--- config.mk ---
export PLATFORM = sky130hd
export DESIGN_NAME = mult_accum_stage_flat
export DESIGN_NICKNAME = d
export VERILOG_FILES = /design/src/rtl/mult_accum_if.sv /design/src/rtl/mult_accum_stage.sv /design/src/flat_wrapper.sv
export SDC_FILE = /design/constraint.sdc
export NUM_CORES = 1
export LEC_CHECK = 0
export ABC_AREA = 0
export CORE_ASPECT_RATIO = 1.5
export CORE_MARGIN = 2
export CORE_UTILIZATION = 35
export CTS_BUF_LIST = sky130_fd_sc_hd__clkbuf_4 sky130_fd_sc_hd__clkbuf_8 sky130_fd_sc_hd__clkbuf_16
export DETAILED_ROUTE_END_ITERATION = 10
export GPL_ROUTABILITY_DRIVEN = 0
export GPL_TIMING_DRIVEN = 0
export SYNTH_ARGS = -nofsm -noshare
export SYNTH_HDL_FRONTEND = slang
export SYNTH_SLANG_ARGS = --single-unit
--- constraint.sdc ---
create_clock -name clk -period 8.3 [get_ports clk]
set_input_delay 1.66 -clock clk [delete_from_list [all_inputs] [get_ports clk]]
set_output_delay 1.66 -clock clk [all_outputs]
set_load 0.02 [all_outputs]
--- src/rtl/mult_accum_if.sv ---
// Handshake bundle between the product source, the accumulate stage and the
// sum consumer. The stage uses the slave modport; whatever drives products
// and takes sums uses the master modport.
interface mult_accum_if #(
    parameter int PROD_W = 32,
    parameter int ACC_W  = 40,
    parameter int CNT_W  = 8
);
    logic              clear;
    logic [CNT_W-1:0]  len;
    logic              prod_valid;
    logic [PROD_W-1:0] prod;
    logic              prod_ready;
    logic              sum_valid;
    logic [ACC_W-1:0]  sum;
    logic              sum_ready;
    logic              overflow;
    logic [CNT_W-1:0]  count;

    modport master (
        output clear, len, prod_valid, prod, sum_ready,
        input  prod_ready, sum_valid, sum, overflow, count
    );

    modport slave (
        input  clear, len, prod_valid, prod, sum_ready,
        output prod_ready, sum_valid, sum, overflow, count
    );
endinterface

--- src/rtl/mult_accum_stage.sv ---
// Multiply-accumulate tail: sums a programmable number of unsigned products
// into one wide result and holds it on a valid/ready port until taken.
module mult_accum_stage #(
    parameter int PROD_W = 32,
    parameter int ACC_W  = 40,
    parameter int CNT_W  = 8
) (
    input  logic         clk,
    input  logic         rst,
    mult_accum_if.slave  bus
);
    typedef enum logic [1:0] {IDLE, ACCUM, HOLD} state_t;

    state_t             state_reg, state_next;
    logic [ACC_W-1:0]   acc_reg, acc_next;
    logic [CNT_W-1:0]   count_reg, count_next;
    logic [CNT_W-1:0]   len_reg, len_next;
    logic               ovf_reg, ovf_next;

    logic               accept;
    logic               handoff;
    logic [CNT_W-1:0]   len_eff;
    logic [CNT_W-1:0]   count_inc;
    logic [ACC_W:0]     acc_sum;

    // Ready is withheld while a finished sum waits, and while reset is held.
    assign bus.prod_ready = (state_reg != HOLD) && !rst;
    assign accept         = bus.prod_valid && bus.prod_ready;
    assign handoff        = (state_reg == HOLD) && bus.sum_ready;

    // A programmed length of zero is treated as a single-product sum.
    assign len_eff   = (bus.len == '0) ? CNT_W'(1) : bus.len;
    assign count_inc = count_reg + CNT_W'(1);
    // One extra bit catches the carry out of the accumulator width.
    assign acc_sum   = {1'b0, acc_reg} + (ACC_W+1)'(bus.prod);

    assign bus.sum_valid = (state_reg == HOLD);
    assign bus.sum       = acc_reg;
    assign bus.overflow  = ovf_reg;
    assign bus.count     = count_reg;

    // State and datapath registers; async reset returns everything to zero.
    always_ff @(posedge clk or posedge rst) begin
        if (rst) begin
            state_reg <= IDLE;
            acc_reg   <= '0;
            count_reg <= '0;
            len_reg   <= '0;
            ovf_reg   <= 1'b0;
        end else begin
            state_reg <= state_next;
            acc_reg   <= acc_next;
            count_reg <= count_next;
            len_reg   <= len_next;
            ovf_reg   <= ovf_next;
        end
    end

    // Next-state and datapath update; clear overrides any accept or handoff.
    always_comb begin
        state_next = state_reg;
        acc_next   = acc_reg;
        count_next = count_reg;
        len_next   = len_reg;
        ovf_next   = ovf_reg;

        if (bus.clear) begin
            state_next = IDLE;
            acc_next   = '0;
            count_next = '0;
            ovf_next   = 1'b0;
        end else begin
            case (state_reg)
                IDLE: begin
                    if (accept) begin
                        len_next   = len_eff;
                        acc_next   = ACC_W'(bus.prod);
                        count_next = CNT_W'(1);
                        ovf_next   = 1'b0;
                        state_next = (len_eff == CNT_W'(1)) ? HOLD : ACCUM;
                    end
                end
                ACCUM: begin
                    if (accept) begin
                        acc_next   = acc_sum[ACC_W-1:0];
                        ovf_next   = ovf_reg | acc_sum[ACC_W];
                        count_next = count_inc;
                        if (count_inc == len_reg)
                            state_next = HOLD;
                    end
                end
                HOLD: begin
                    // Sum and overflow stay put; only the count is retired.
                    if (handoff) begin
                        state_next = IDLE;
                        count_next = '0;
                    end
                end
                default: state_next = IDLE;
            endcase
        end
    end
endmodule

--- src/flat_wrapper.sv ---
// flat-port wrapper written by rule: the top's interface ports become plain ports
module mult_accum_stage_flat 
#(
    parameter int PROD_W = 32,
    parameter int ACC_W  = 40,
    parameter int CNT_W  = 8
)
  (clk, rst, bus_clear, bus_len, bus_prod_valid, bus_prod, bus_sum_ready, bus_prod_ready, bus_sum_valid, bus_sum, bus_overflow, bus_count);
  mult_accum_if #(.PROD_W(PROD_W), .ACC_W(ACC_W), .CNT_W(CNT_W)) bus_i ();
  input  logic clk;
  input  logic rst;
  input wire logic [$bits(bus_i.clear)-1:0] bus_clear;
  input wire logic [$bits(bus_i.len)-1:0] bus_len;
  input wire logic [$bits(bus_i.prod_valid)-1:0] bus_prod_valid;
  input wire logic [$bits(bus_i.prod)-1:0] bus_prod;
  input wire logic [$bits(bus_i.sum_ready)-1:0] bus_sum_ready;
  output wire logic [$bits(bus_i.prod_ready)-1:0] bus_prod_ready;
  output wire logic [$bits(bus_i.sum_valid)-1:0] bus_sum_valid;
  output wire logic [$bits(bus_i.sum)-1:0] bus_sum;
  output wire logic [$bits(bus_i.overflow)-1:0] bus_overflow;
  output wire logic [$bits(bus_i.count)-1:0] bus_count;
  assign bus_i.clear = bus_clear;
  assign bus_i.len = bus_len;
  assign bus_i.prod_valid = bus_prod_valid;
  assign bus_i.prod = bus_prod;
  assign bus_i.sum_ready = bus_sum_ready;
  assign bus_prod_ready = bus_i.prod_ready;
  assign bus_sum_valid = bus_i.sum_valid;
  assign bus_sum = bus_i.sum;
  assign bus_overflow = bus_i.overflow;
  assign bus_count = bus_i.count;
  mult_accum_stage #(.PROD_W(PROD_W), .ACC_W(ACC_W), .CNT_W(CNT_W)) u_core (.clk(clk), .rst(rst), .bus(bus_i));
endmodule
==> impl_metrics.py <==
metrics = {
    "outcome": {
        "status": "finished clean",
    },
    "critical_path": {
        "arrival_ns": 2.82,
        "reg2reg_slack_ns": 5.33,
        "cp-start-kind": "primary input",
        "worstPathMaxFanout": 3,
        "worstPathRequired_ns": 6.64,
        "worstSetupPathType": "primary input to output port",
        "critPathCaptureType": "output port",
    },
    "place": {
        "dp_hpwl_um": 11200,
        "preCtsSetupSlack_ns": 3.58,
        "port-buffer-count": 94,
        "dp.cells": 832,
    },
    "global_route": {
        "grt_use_total_pct": 19.6,
        "grt_antenna_before_repair": 0,
        "grt_first_pass_wirelength_um": 23100,
        "grt_pass1_vias": 4730,
        "grt_max_degree": 38,
        "gr-total-overflow": 0,
    },
    "yosys": {
        "yosysUniqueCellTypes": 65,
        "yosys.area.top_type": "dfrtp_1",
        "synth_xor_area_share_pct": 7.04,
        "synth_compound_area_share_pct": 25.1,
        "synth_warnings": 0,
        "synth_ff_type": "dfrtp_1",
        "synth_top_family_by_area": "compound AO/OA/AOI/OAI gates",
        "syn-instance-count": 575,
        "synth_seq_cells": 59,
        "muxShareOfSynthArea_pct": 5.60,
        "synthArstFlopShare_pct": 100,
        "syn_area_um2": 4850,
        "seq_area_frac_synth_pct": 30.4,
        "synth-edff-count": 0,
        "avgSynthCellArea_um2": 8.44,
        "synth_nets": 657,
        "yosysMostFrequentCell": "dfrtp_1",
        "synth_top_area_share_pct": 30.4,
        "synthTopCellsByCount": "dfrtp_1, nand2_1, o21ai_0",
        "synth-simple-area-share_pct": 18.0,
        "synthTopCellsByArea": "dfrtp_1, ha_1, o21ai_0, xnor2_1, a21oi_1",
        "yosys.area_share.adder_pct": 9.70,
    },
    "die": {
        "die_h_um": 148,
        "core_um2": 13500,
        "rows": 52,
        "die_area_um2": 14800,
        "initial_utilization_pct": 35.9,
        "die_w_um": 100,
        "io_pins": 96,
    },
    "final_layout": {
        "instances_no_fill": 848,
        "postLayoutCoreUtil_pct": 46.9,
        "areaGrowthSynthToFinish_pct": 30.7,
        "largest_register_ff_count": 40,
        "fin_nets": 763,
        "drive_gt1_share_pct": 8.02,
        "antennaDiodeCount": 0,
    },
    "clocking": {
        "htree_levels": 3,
        "cts_hold_buf": 0,
        "numClockSinks": 59,
        "worstSkewPairLatency_ns": 0.33,
        "ctsResizeCount": 0,
        "clockBufferDepth": 2,
        "cts_buffers": 9,
        "cts-root-buf": "clkbuf_16",
        "tritoncts": "done",
        "clk_pin_slew_worst_paths_ns": 0.06,
        "cts_setup_buffers": 0,
    },
    "timing": {
        "maxSlewViolCount": 0,
        "maxSlewHeadroom_pct": 41.5,
        "fin_tns_setup_ns": 0,
        "rsz0062_at_grt": "no",
        "finalSetupViolCount": 0,
        "fin_ws_ns": 3.82,
        "period_minus_slack_ns": 4.48,
        "max_freq_ghz": 0.223,
        "worstMarginPinSlew_ns": 0.877,
        "skew_ns": 0.00904,
        "worst_hold_slack_ns": 0.501,
        "hold_viol": 0,
        "min_period_over_period_pct": 54.0,
    },
    "pwr": {
        "p_leak_nw": 2.66,
        "powerDensity_nw_per_um2": 252,
        "peakVddDrop_mv": 0.129,
    },
    "detailed_routing": {
        "ant_nets": 0,
        "drcViolationCount": 0,
        "dr.pass1.iters": 5,
        "totalWireLength_um": 14300,
        "num_vias": 4810,
        "wl_per_cell_um": 16.9,
        "detail_route.vias_per_cell": 5.67,
        "drt_iter0_markers": 221,
    },
    "flow_run": {
        "drv_cap": 0,
    },
    "hold_path": {
        "hp-class": "flip-flop to flip-flop",
    },
}
## report_power, final
part / internal (mW) / switching [mW] / leakage [nW]
Clock: 0.265 / 0.149 / 0.149
Sequential: 0.348 / 0.0576 / 0.795
Combinational: 0.336 / 0.442 / 1.72
## critical path: stages
cell             delay [ns]
clkdlybuf4s50_1        0.45
nor2_1                 0.10
clkdlybuf4s50_1        0.61
## final cells by class
cell class                 count  area [um^2]
sequential                    59         1480
multi-input combinational    467         3180
timing repair buffer          95          961
clock buffer                   9          225
fill                        1343         7190
clock inverter                 7          100
inverter                      13         48.8
tap                          162          203
buffer                        36          151
## placed cells by master, fill, tap and decap left out, types with 14 or more instances in the layout
| master | instances |
|---|---|
| dfrtp_1 | 59 |
| clkbuf_1 | 21 |
| clkdlybuf4s50_1 | 94 |
| xnor2_1 | 25 |
| nor2_1 | 43 |
| mux2i_1 | 17 |
| ha_1 | 36 |
| xor2_1 | 14 |
| nand2_1 | 49 |
| nand3_1 | 22 |
| o21ai_0 | 47 |
| a21oi_1 | 43 |
## per-layer routing
layer / track usage [%] / vias to the layer above / share of wire [%]
li1: - / 2325 / -
met1: 22.6 / 2315 / 40
met2: 35.5 / 143 / 53
met3: 3.20 / 27 / 4.1
met4: 7.74 / 0 / 2.5
met5: 0 / - / 0
## final timing paths
path,startpoint,to,cells after the start
hold reg to reg,u_core.bus.overflow,u_core.bus.overflow,1
setup reg to reg,u_core.bus.sum[0],u_core.bus.sum[36],11
setup / recovery,rst,bus_prod_ready,3
min in group asynchronous,rst,u_core.bus.sum[31],2
hold / removal,u_core.bus.overflow,u_core.bus.overflow,1
max in group asynchronous,rst,u_core.bus.sum[32],3
## stage by stage
stage	power [mW]	cell area (um^2)
3_3_place_gp	1.17	6000
5_1_grt	1.71	6340
4_1_cts	1.61	6340
6_report	1.60	6340
3_5_place_dp	1.19	6020
2_1_floorplan	0.935	4850
## cells by family after synthesis
logic type | count (synthesis)
adders and majority gates | 37
muxes | 26
DFF | 59
xor gates and xnor gates | 39
buffers and inverters | 49
and+or+nand+nor | 180
AOI/OAI and AO/OA | 185
(Power assumes the default switching activity.)
